### src/rtl/apb_master_bridge.sv
// apb_master_bridge
//
// Single-outstanding request/response to APB master bridge. A request taken on
// the valid/ready request channel is run through the APB SETUP and ACCESS
// phases, and the read data and error status come back on the valid/ready
// response channel. Misaligned requests are answered with an error and never
// reach the APB bus.
//
// Optional feature (compile-time macro APB_MASTER_TIMEOUT_EN): an ACCESS-phase
// watchdog aborts a transfer with an error after TIMEOUT_CYCLES cycles without
// PREADY. Without the macro the bridge waits for PREADY indefinitely.
//
// Parameters:
//   ADDR_WIDTH      width of req_addr / M_PADDR
//   DATA_WIDTH      width of the write and read data paths
//   TIMEOUT_CYCLES  ACCESS cycles before abort (watchdog builds only), >= 2
//
// Ports:
//   clk, rst                  clock (rising edge), async active-high reset
//   req_valid/req_ready       request handshake; req_ready is high only in IDLE
//   req_write/addr/wdata      request direction, byte address, write data
//   rsp_valid/rsp_ready       response handshake
//   rsp_rdata/rsp_err         read data (0 for writes/errors), error flag
//   M_PSEL..M_PWDATA          APB master outputs (all registered)
//   M_PREADY/PSLVERR/PRDATA   APB slave returns

module apb_master_bridge #(
  parameter int ADDR_WIDTH     = 32,
  parameter int DATA_WIDTH     = 32,
  parameter int TIMEOUT_CYCLES = 16
) (
  input  logic                  clk,
  input  logic                  rst,
  input  logic                  req_valid,
  output logic                  req_ready,
  input  logic                  req_write,
  input  logic [ADDR_WIDTH-1:0] req_addr,
  input  logic [DATA_WIDTH-1:0] req_wdata,
  output logic                  rsp_valid,
  input  logic                  rsp_ready,
  output logic [DATA_WIDTH-1:0] rsp_rdata,
  output logic                  rsp_err,
  output logic                  M_PSEL,
  output logic                  M_PENABLE,
  output logic [ADDR_WIDTH-1:0] M_PADDR,
  output logic                  M_PWRITE,
  output logic [DATA_WIDTH-1:0] M_PWDATA,
  input  logic                  M_PREADY,
  input  logic                  M_PSLVERR,
  input  logic [DATA_WIDTH-1:0] M_PRDATA
);

  typedef enum logic [1:0] {IDLE, SETUP, ACCESS, RESP} state_t;

  state_t                state, state_next;
  logic                  psel_next, penable_next, pwrite_next;
  logic                  rsp_valid_next, rsp_err_next;
  logic [ADDR_WIDTH-1:0] paddr_next;
  logic [DATA_WIDTH-1:0] pwdata_next, rsp_rdata_next;
  logic                  timeout_hit;

  // The watchdog comparison needs at least one wait cycle to count.
  if (TIMEOUT_CYCLES < 2) begin : g_bad_timeout
    $error("apb_master_bridge: TIMEOUT_CYCLES must be >= 2");
  end

  assign req_ready = (state == IDLE);

`ifdef APB_MASTER_TIMEOUT_EN
  localparam int CNT_W = $clog2(TIMEOUT_CYCLES);
  localparam logic [CNT_W-1:0] CNT_LAST = CNT_W'(TIMEOUT_CYCLES - 1);

  logic [CNT_W-1:0] timeout_cnt;

  // Abort fires in the final counted cycle only if the slave is still not
  // ready, so a PREADY arriving in that same cycle completes normally.
  assign timeout_hit = (state == ACCESS) && !M_PREADY && (timeout_cnt == CNT_LAST);

  // Wait-cycle counter: held at zero outside ACCESS so every ACCESS phase
  // starts counting from zero, then advances on each cycle without PREADY.
  always_ff @(posedge clk or posedge rst) begin
    if (rst) begin
      timeout_cnt <= '0;
    end else if (state != ACCESS) begin
      timeout_cnt <= '0;
    end else if (!M_PREADY && !timeout_hit) begin
      timeout_cnt <= timeout_cnt + CNT_W'(1);
    end
  end
`else
  assign timeout_hit = 1'b0;
`endif

  // Next-state and next-output logic. Every APB and response output is
  // registered, so this block computes the value each one takes at the next
  // edge; anything not touched here simply holds.
  always_comb begin
    state_next     = state;
    psel_next      = M_PSEL;
    penable_next   = M_PENABLE;
    paddr_next     = M_PADDR;
    pwrite_next    = M_PWRITE;
    pwdata_next    = M_PWDATA;
    rsp_valid_next = rsp_valid;
    rsp_rdata_next = rsp_rdata;
    rsp_err_next   = rsp_err;

    unique case (state)
      IDLE: begin
        if (req_valid) begin
          paddr_next  = req_addr;
          pwrite_next = req_write;
          pwdata_next = req_wdata;
          if (req_addr[1:0] == 2'b00) begin
            psel_next  = 1'b1;
            state_next = SETUP;
          end else begin
            // Misaligned: answer straight away, the APB bus stays quiet.
            rsp_valid_next = 1'b1;
            rsp_err_next   = 1'b1;
            rsp_rdata_next = '0;
            state_next     = RESP;
          end
        end
      end

      SETUP: begin
        penable_next = 1'b1;
        state_next   = ACCESS;
      end

      ACCESS: begin
        if (M_PREADY) begin
          psel_next      = 1'b0;
          penable_next   = 1'b0;
          rsp_valid_next = 1'b1;
          rsp_err_next   = M_PSLVERR;
          rsp_rdata_next = M_PWRITE ? '0 : M_PRDATA;
          state_next     = RESP;
        end else if (timeout_hit) begin
          psel_next      = 1'b0;
          penable_next   = 1'b0;
          rsp_valid_next = 1'b1;
          rsp_err_next   = 1'b1;
          rsp_rdata_next = '0;
          state_next     = RESP;
        end
      end

      RESP: begin
        if (rsp_ready) begin
          rsp_valid_next = 1'b0;
          state_next     = IDLE;
        end
      end

      default: state_next = IDLE;
    endcase
  end

  // State and output registers. Reset drops any in-flight transfer without
  // producing a response.
  always_ff @(posedge clk or posedge rst) begin
    if (rst) begin
      state     <= IDLE;
      M_PSEL    <= 1'b0;
      M_PENABLE <= 1'b0;
      M_PADDR   <= '0;
      M_PWRITE  <= 1'b0;
      M_PWDATA  <= '0;
      rsp_valid <= 1'b0;
      rsp_rdata <= '0;
      rsp_err   <= 1'b0;
    end else begin
      state     <= state_next;
      M_PSEL    <= psel_next;
      M_PENABLE <= penable_next;
      M_PADDR   <= paddr_next;
      M_PWRITE  <= pwrite_next;
      M_PWDATA  <= pwdata_next;
      rsp_valid <= rsp_valid_next;
      rsp_rdata <= rsp_rdata_next;
      rsp_err   <= rsp_err_next;
    end
  end

endmodule

### config.mk
export PLATFORM = sky130hd
export DESIGN_NAME = apb_master_bridge
export DESIGN_NICKNAME = d
export VERILOG_FILES = /design/src/rtl/apb_master_bridge.sv
export SDC_FILE = /design/constraint.sdc
export NUM_CORES = 1
export LEC_CHECK = 0
export CORE_AREA = 2 2 101 103
export CTS_BUF_LIST = sky130_fd_sc_hd__clkbuf_2 sky130_fd_sc_hd__clkbuf_4 sky130_fd_sc_hd__clkbuf_8
export CTS_CLUSTER_SIZE = 25
export DETAILED_ROUTE_END_ITERATION = 10
export DIE_AREA = 0 0 103 105
export PLACE_DENSITY = 0.83
export SLEW_MARGIN = 10
export SYNTH_ARGS = -nofsm -noshare
export SYNTH_HDL_FRONTEND = slang
export SYNTH_SLANG_ARGS = --single-unit
### constraint.sdc
create_clock -name clk -period 7.5 [get_ports clk]
set_input_delay 1.125 -clock clk [delete_from_list [all_inputs] [get_ports clk]]
set_output_delay 1.125 -clock clk [all_outputs]
set_load 0.05 [all_outputs]
## Word level (Yosys, flattened, before mapping)

Index checks and enable logic that the tools add are counted.

| cells by class | value |
|---|---|
| equality and inequality tests | 8 |
| muxes and demuxes | 22 |
| reductions and logical operators | 11 |

Operator list:

| cell | number |
|---|---|
| $mux 32 | 4 |
| $pmux 32 s2 | 1 |
| $mux 1 | 8 |
| $mux 2 | 4 |
| $ne 2x2->1 const B | 4 |
| $pmux 2 s4 | 1 |
| $reduce_and 4->1 | 2 |
| $pmux 1 s2 | 3 |
| $reduce_and 5->1 | 1 |
| $eq 2x2->1 const B | 2 |
| $logic_not 2->1 | 2 |
| $reduce_and 2->1 | 2 |
| $reduce_bool 2->1 | 2 |
| $pmux 1 s3 | 1 |
| $reduce_and 3->1 | 1 |
| $reduce_bool 3->1 | 1 |
| $eq 2x1->1 const B | 1 |
| $ne 2x1->1 const B | 1 |

| storage, ports and cells | value |
|---|---|
| bits in registers | 103 |
| input bits | 103 |
| output and inout port bits | 102 |
| word-level logic and storage cells | 50 |

## Longest topological paths before layout

Gate-level depths: netlist (run 1).

| logic depth | value |
|---|---|
| depth after elaboration | 4 |
| mapped depth | 7 |
| gate-level depth less buffers | 5 |

## Worst setup path after synthesis (run 1)

No wires, ideal clock.

| timing path | value |
|---|---|
| path kind | input port to flip-flop |
| start point | input port req_valid |
| end point | register rsp_rdata[0] |
| library setup time | 79 ps |
| arrival | 2137 ps |
| data required time | 7421 ps |
| setup slack | 5283 ps |
| cell stages on the path | 4 |
| buffers on the path | 1 |
| path through | and2b_1 -> nor4_4 -> buf_6 -> mux2i_1 |

| between the ends | value |
|---|---|
| word-level cells in the longest chain between the ends | 2 |

Ends and longest elaborated chain:

| what | line | text |
|---|---|---|
| start: declaration | 34 | `input logic req_valid,` |
| $ne 2x2->1 (no line) | n/a |  |
| $reduce_and 4->1 (no line) | n/a |  |
| end signal: assignment | 182 | `rsp_rdata <= rsp_rdata_next;` |
| end: declaration | 41 | `output logic [DATA_WIDTH-1:0] rsp_rdata,` |

No other way between the ends.
A chain may end at the register's enable or synchronous reset.

## Final worst setup path (run 1)

| timing path | value |
|---|---|
| start point | register state[0] |
| end point | output port req_ready |

| between the ends | value |
|---|---|
| word-level cells in the longest chain between the ends | 1 |

Ends and longest elaborated chain:

| what | line | text |
|---|---|---|
| start: declaration | 55 | `state_t state, state_next;` |
| start signal: assignment | 175 | `state <= state_next;` |
| $logic_not 2->1 | 67 | `assign req_ready = (state == IDLE);` |
| end: declaration | 35 | `output logic req_ready,` |

No other way between the ends.

==> results of run 1 <==
worst max-delay path, delay by kind of cell (launching register included):
| kind | cells | cell delay, ns |
|---|---|---|
| buffers and inverters | 2 | 0.99 |
| adder cells (fa/ha/maj) | 1 | 0.30 |
| flip-flops | 1 | 0.41 |
per-stage QoR:
stage          setup WS [ns]  cells  instance area [µm²]
2_1_floorplan           3.67    315                 4240
3_3_place_gp            4.48    641                 6390
3_5_place_dp            4.41    641                 6390
4_1_cts                 4.30    656                 6590
5_1_grt                 4.23    656                 6600
6_report                4.31    656                 6600
cell usage in the layout, fill, tap and decap left out, types with 2 or more instances in the layout:
master | Yosys | final
dfrtp_1 | 103 | 103
buf_4 | 0 | 3
clkdlybuf4s50_1 | 0 | 204
nand2b_1 | 2 | 2
nor2_1 | 3 | 3
inv_1 | 37 | 36
nand2_1 | 33 | 32
ha_1 | 5 | 5
mux2i_1 | 33 | 33
clkbuf_8 | 0 | 11
mux2_1 | 66 | 66
power breakdown:
part | internal, mW | leakage (nW) | switching (mW)
logic | 0.670 | 1.44 | 1.18
clock network | 0.174 | 0.102 | 0.179
registers | 0.784 | 1.27 | 0.119
total | 1.63 | 2.81 | 1.48
path summary, 6_finish.rpt:
kind                              from           end  slack, ns  cells after the start
min reg2reg                M_PADDR[16]   M_PADDR[16]       0.50                      1
max in group asynchronous          rst  M_PWDATA[31]       5.15                      3
max reg2reg                   state[0]   M_PADDR[27]       5.33                      5
max                           state[0]     req_ready       4.31                      3
min                        M_PADDR[16]   M_PADDR[16]       0.50                      1
min in group asynchronous          rst   M_PWDATA[9]       1.18                      2
per-layer routing:
| layer | up-vias | routed length, µm | share of wire, % | track usage, % |
|---|---|---|---|---|
| li1 | 1441 | - | - | - |
| met1 | 1468 | 4030 | 40 | 22.0 |
| met2 | 110 | 5280 | 52 | 33.1 |
| met3 | 26 | 552 | 5.4 | 2.74 |
| met4 | 0 | 318 | 3.1 | 9.49 |
| met5 | - | 0 | 0 | 0 |
logic make-up (layout without fill, tap and decap cells):
group | Yosys count | in the layout
multiplexers | 99 | 99
AND/OR/NAND/NOR | 49 | 49
buffers and inverters | 51 | 259
AO/OA/AOI/OAI | 8 | 8
adder cells (fa/ha/maj) | 5 | 5
flip-flops | 103 | 103
state kept, by name, indices dropped and copies added (netlist names), 2 cells and up:
name,cells
state,2
rsp_rdata,32
M_PADDR,32
M_PWDATA,32
layout make-up:
type                            instances  area (µm²)  area share [%]
Timing Repair Buffer                  207        2060            31.3
Tap cell                              133         166            2.52
Inverter                               37         141            2.14
Clock inverter                          3        42.5           0.645
Clock buffer                           12         159            2.41
Multi-Input combinational cell        161        1440            21.9
Sequential cell                       103        2580            39.1
==> results.yml, run 1 <==
run_status:
  status: "complete, no violations"
pwr:
  power.total_mw: 3.11
  p_leak_nw: 2.81
  peakVddDrop_mv: 0.375
  powerDensity_nw_per_um2: 471
floorplanning:
  rows: 36
  die_width_um: 103
  design.die.area_um2: 10800
  fp.dieH_um: 105
  ios: 205
  core_area_um2: 9640
  start_util_pct: 44.0
synthesis:
  ys_seq_area_share_pct: 60.8
  yosys_warnings: 0
  ys.flop_type: "dfrtp_1"
  synth_common_cells: "103 x dfrtp_1, 66 x mux2_1, 37 x inv_1"
  ys_top_cells_by_area: "dfrtp_1 61%, mux2_1 18%, mux2i_1 7.8%"
  yosysTopAreaCell: "dfrtp_1"
  async_flop_share_pct: 100
  syn_nets: 423
  syn_inst: 315
  ys_ff_latch: 103
  synthDistinctLibCells: 29
  synth_top_area_share_pct: 60.8
  synth_area_um2: 4240
  synth.area.mux_share_pct: 25.3
  synthAdderAreaFrac_pct: 1.48
  synth_edf_count: 0
  synth-compound-area-share_pct: 1.36
  synthMostInstantiatedCell: "dfrtp_1"
  avgSynthCellArea_um2: 13.4
  synth-xor-area-share_pct: 0
  synth_top_family_by_area: "multiplexers"
  synthSimpleGateAreaFrac_pct: 5.67
setup_path:
  path_max_fanout: 6
  max_stage_delay_ns: 0.85
  path_class: "reg -> out"
  crit_required_ns: 6.38
  path_cells: "inv_1 -> ha_1 -> clkdlybuf4s50_1"
  setup.worst_path.end_class: "output pin"
  cp.arrival_ns: 2.06
  startpoint_type: "register"
  crit_slowest_cell: "clkdlybuf4s50_1"
placement:
  port_buffers: 204
  gp_congestion: 0.778
  dp_hpwl_um: 7710
clocking:
  cts_buffer_depth: 2
  ctsHoldBuffers: 0
  postCtsSetupBuffers: 0
  root_buffer: "clkbuf_8"
  numCtsBuffers: 9
  cts_max_level: 3
  clk_latency_ns: 0.36
  cts.sinks: 103
  cts_tree: "built"
  clkSlewWorstSetupHoldPaths_ns: 0.09
  cts_resized: 0
sta:
  rsz0062_at_grt: "no"
  min_period_ns: 3.19
  setup_viol: 0
  clock_skew_ns: 0.00479
  maxSlewViolCount: 0
  worst_slew_pin_slew_ns: 0.738
  hold_ws_ns: 0.496
  hold_violations: 0
  tns_ns: 0
  fin_crit_sh_pct: 42.5
  max_freq_mhz: 314
  relSlewSlack_pct: 50.8
detailed_routing:
  postRouteAntennaNets: 0
  via_per_inst: 4.64
  routedWlPerCell_um: 15.5
  first_pass_iters: 4
  dr.first_iter.drc_count: 75
  routed_wl_um: 10200
  drc: 0
  vias: 3045
layout:
  antenna_cells: 0
  fillers: 755
  drive_gt1_share_pct: 4.78
  nets: 627
  fin_util_pct: 68.4
  area_growth_pct: 55.7
global_route:
  grt_max_degree: 59
  grt_pass1_wl_um: 15900
  grt_pass1_vias: 3282
  grtUsageTotal_pct: 18.9
  grt.overflow.total: 0
  antenna_found_initial: 0
flow_run:
  maxCapViolCount: 0
hold_path:
  hold_class: "reg -> reg"
Note: power is estimated with default switching activity, not from simulation.
==> run 2: changes to the inputs <==
Settings changed: CORE_AREA 2 2 101 103 to 2 2 109 111, DIE_AREA 0 0 103 105 to 0 0 111 113, PLACE_DENSITY 0.83 to 0.76.
Clock period 7.5 ns to 2.7 ns, I/O delays scaled along.
==> results.yml, run 2 (synthesis gave the netlist of run 1 again) <==
placement:
  place_area_um2: 6470
  numPlacedInstances: 653
  port_buffers: 204
  dp_hpwl_um: 7660
  gp_congestion: 0.738
pwr:
  powerDensity_nw_per_um2: 1290
  p_leak_nw: 2.83
  peakVddDrop_mv: 0.697
detailed_routing:
  first_pass_iters: 4
  routed_wl_um: 10100
  routedWlPerCell_um: 15.2
  drc: 0
  dr.first_iter.drc_count: 148
  vias: 3049
  postRouteAntennaNets: 0
  via_per_inst: 4.56
layout:
  design_area_um2: 6660
  antenna_cells: 0
  drive_gt1_share_pct: 5.32
  fillers: 943
  final_common_cell: "clkdlybuf4s50_1"
  layout.cells.non_filler: 669
  fin_util_pct: 59.1
  area_growth_pct: 57.2
  reg.largest.list: "M_PADDR (32), M_PWDATA (32), rsp_rdata (32)"
  final_cell_mix: "204 x clkdlybuf4s50_1, 103 x dfrtp_1, 66 x mux2_1, 36 x inv_1, 33 x mux2i_1"
  nets: 629
clocking:
  numCtsBuffers: 9
  cts_tree: "built"
  root_buffer: "clkbuf_8"
  ctsHoldBuffers: 0
  cts.sinks: 103
  postCtsSetupBuffers: 0
  cts_max_level: 3
  cts_buffer_depth: 2
  cts_resized: 0
  clkSlewWorstSetupHoldPaths_ns: 0.09
  clk_latency_ns: 0.37
setup_path:
  cp.arrival_ns: 2.04
  startpoint: "state[0]"
  startpoint_type: "register"
  crit_required_ns: 2.30
  path_class: "reg -> out"
  path_max_fanout: 6
  r2r_start: "state[0]"
  setup.worst_path.end_class: "output pin"
hold_path:
  hold_class: "in -> async"
sta:
  worst_slew_pin_slew_ns: 0.604
  hold_violations: 0
  max_freq_mhz: 409
  relSlewSlack_pct: 59.6
  min_period_ns: 2.45
  maxSlewViolCount: 0
  tns_ns: 0
  setup_viol: 0
  clock_skew_ns: 0.00735
  fin_crit_sh_pct: 90.6
  rsz0062_at_grt: "no"
floorplanning:
  fp.dieH_um: 113
  die_width_um: 111
  core_area_um2: 11300
  design.die.area_um2: 12500
  rows: 39
  ios: 205
  start_util_pct: 37.6
flow_run:
  maxCapViolCount: 0
global_route:
  grt_max_degree: 104
  grt_pass1_vias: 3262
  grtUsageTotal_pct: 16.9
  antenna_found_initial: 0
  grt.overflow.total: 0
  grt_pass1_wl_um: 16700
run_status:
  status: "complete, no violations"
run 2: final cells by class:
cell class	instances	area, µm²	share of cell area, %
Sequential cell	103	2580	38.7
Clock buffer	12	165	2.48
Inverter	37	143	2.14
Timing Repair Buffer	209	2130	32.0
Multi-Input combinational cell	161	1440	21.6
Clock inverter	4	28.8	0.432
Tap cell	143	179	2.69
run 2: power breakdown:
| part | leakage [nW] | switching (mW) | internal, mW |
|---|---|---|---|
| sequential | 1.27 | 0.322 | 2.18 |
| combinational | 1.46 | 3.29 | 1.92 |
| clock | 0.0946 | 0.512 | 0.411 |
run 2: routing by layer:
layer	vias up	global-route usage (%)	wire length, µm
met5	-	0	0
met1	1480	19.4	3980
li1	1446	-	-
met3	16	4.93	665
met4	0	8.50	270
met2	107	29.0	5220
run 2: per-stage QoR:
stage | setup slack (ns) | power [mW] | hold WS (ns)
2_1_floorplan | 0.594 | 6.03 | 0.512
3_3_place_gp | 0.643 | 7.69 | 0.473
3_5_place_dp | 0.593 | 7.79 | 0.480
4_1_cts | 0.211 | 8.75 | 0.501
5_1_grt | 0.104 | 9.08 | 0.520
6_report | 0.254 | 8.62 | 0.496
run 2: path summary, 6_finish.rpt:
check                          endpoint  slack [ns]  cells past startpoint
min                        rsp_rdata[5]        0.50                      3
min reg2reg                 M_PWDATA[0]        0.50                      1
max in group asynchronous  rsp_rdata[3]        1.72                      3
max                           req_ready        0.25                      3
min in group clk            M_PWDATA[0]        0.50                      1
max reg2reg                M_PWDATA[22]        0.78                      5
run 2: critical path, stage by stage, from the launching register on:
cell             delay, ns
dfrtp_1               0.41
inv_1                 0.13
ha_1                  0.28
clkdlybuf4s50_1       0.86
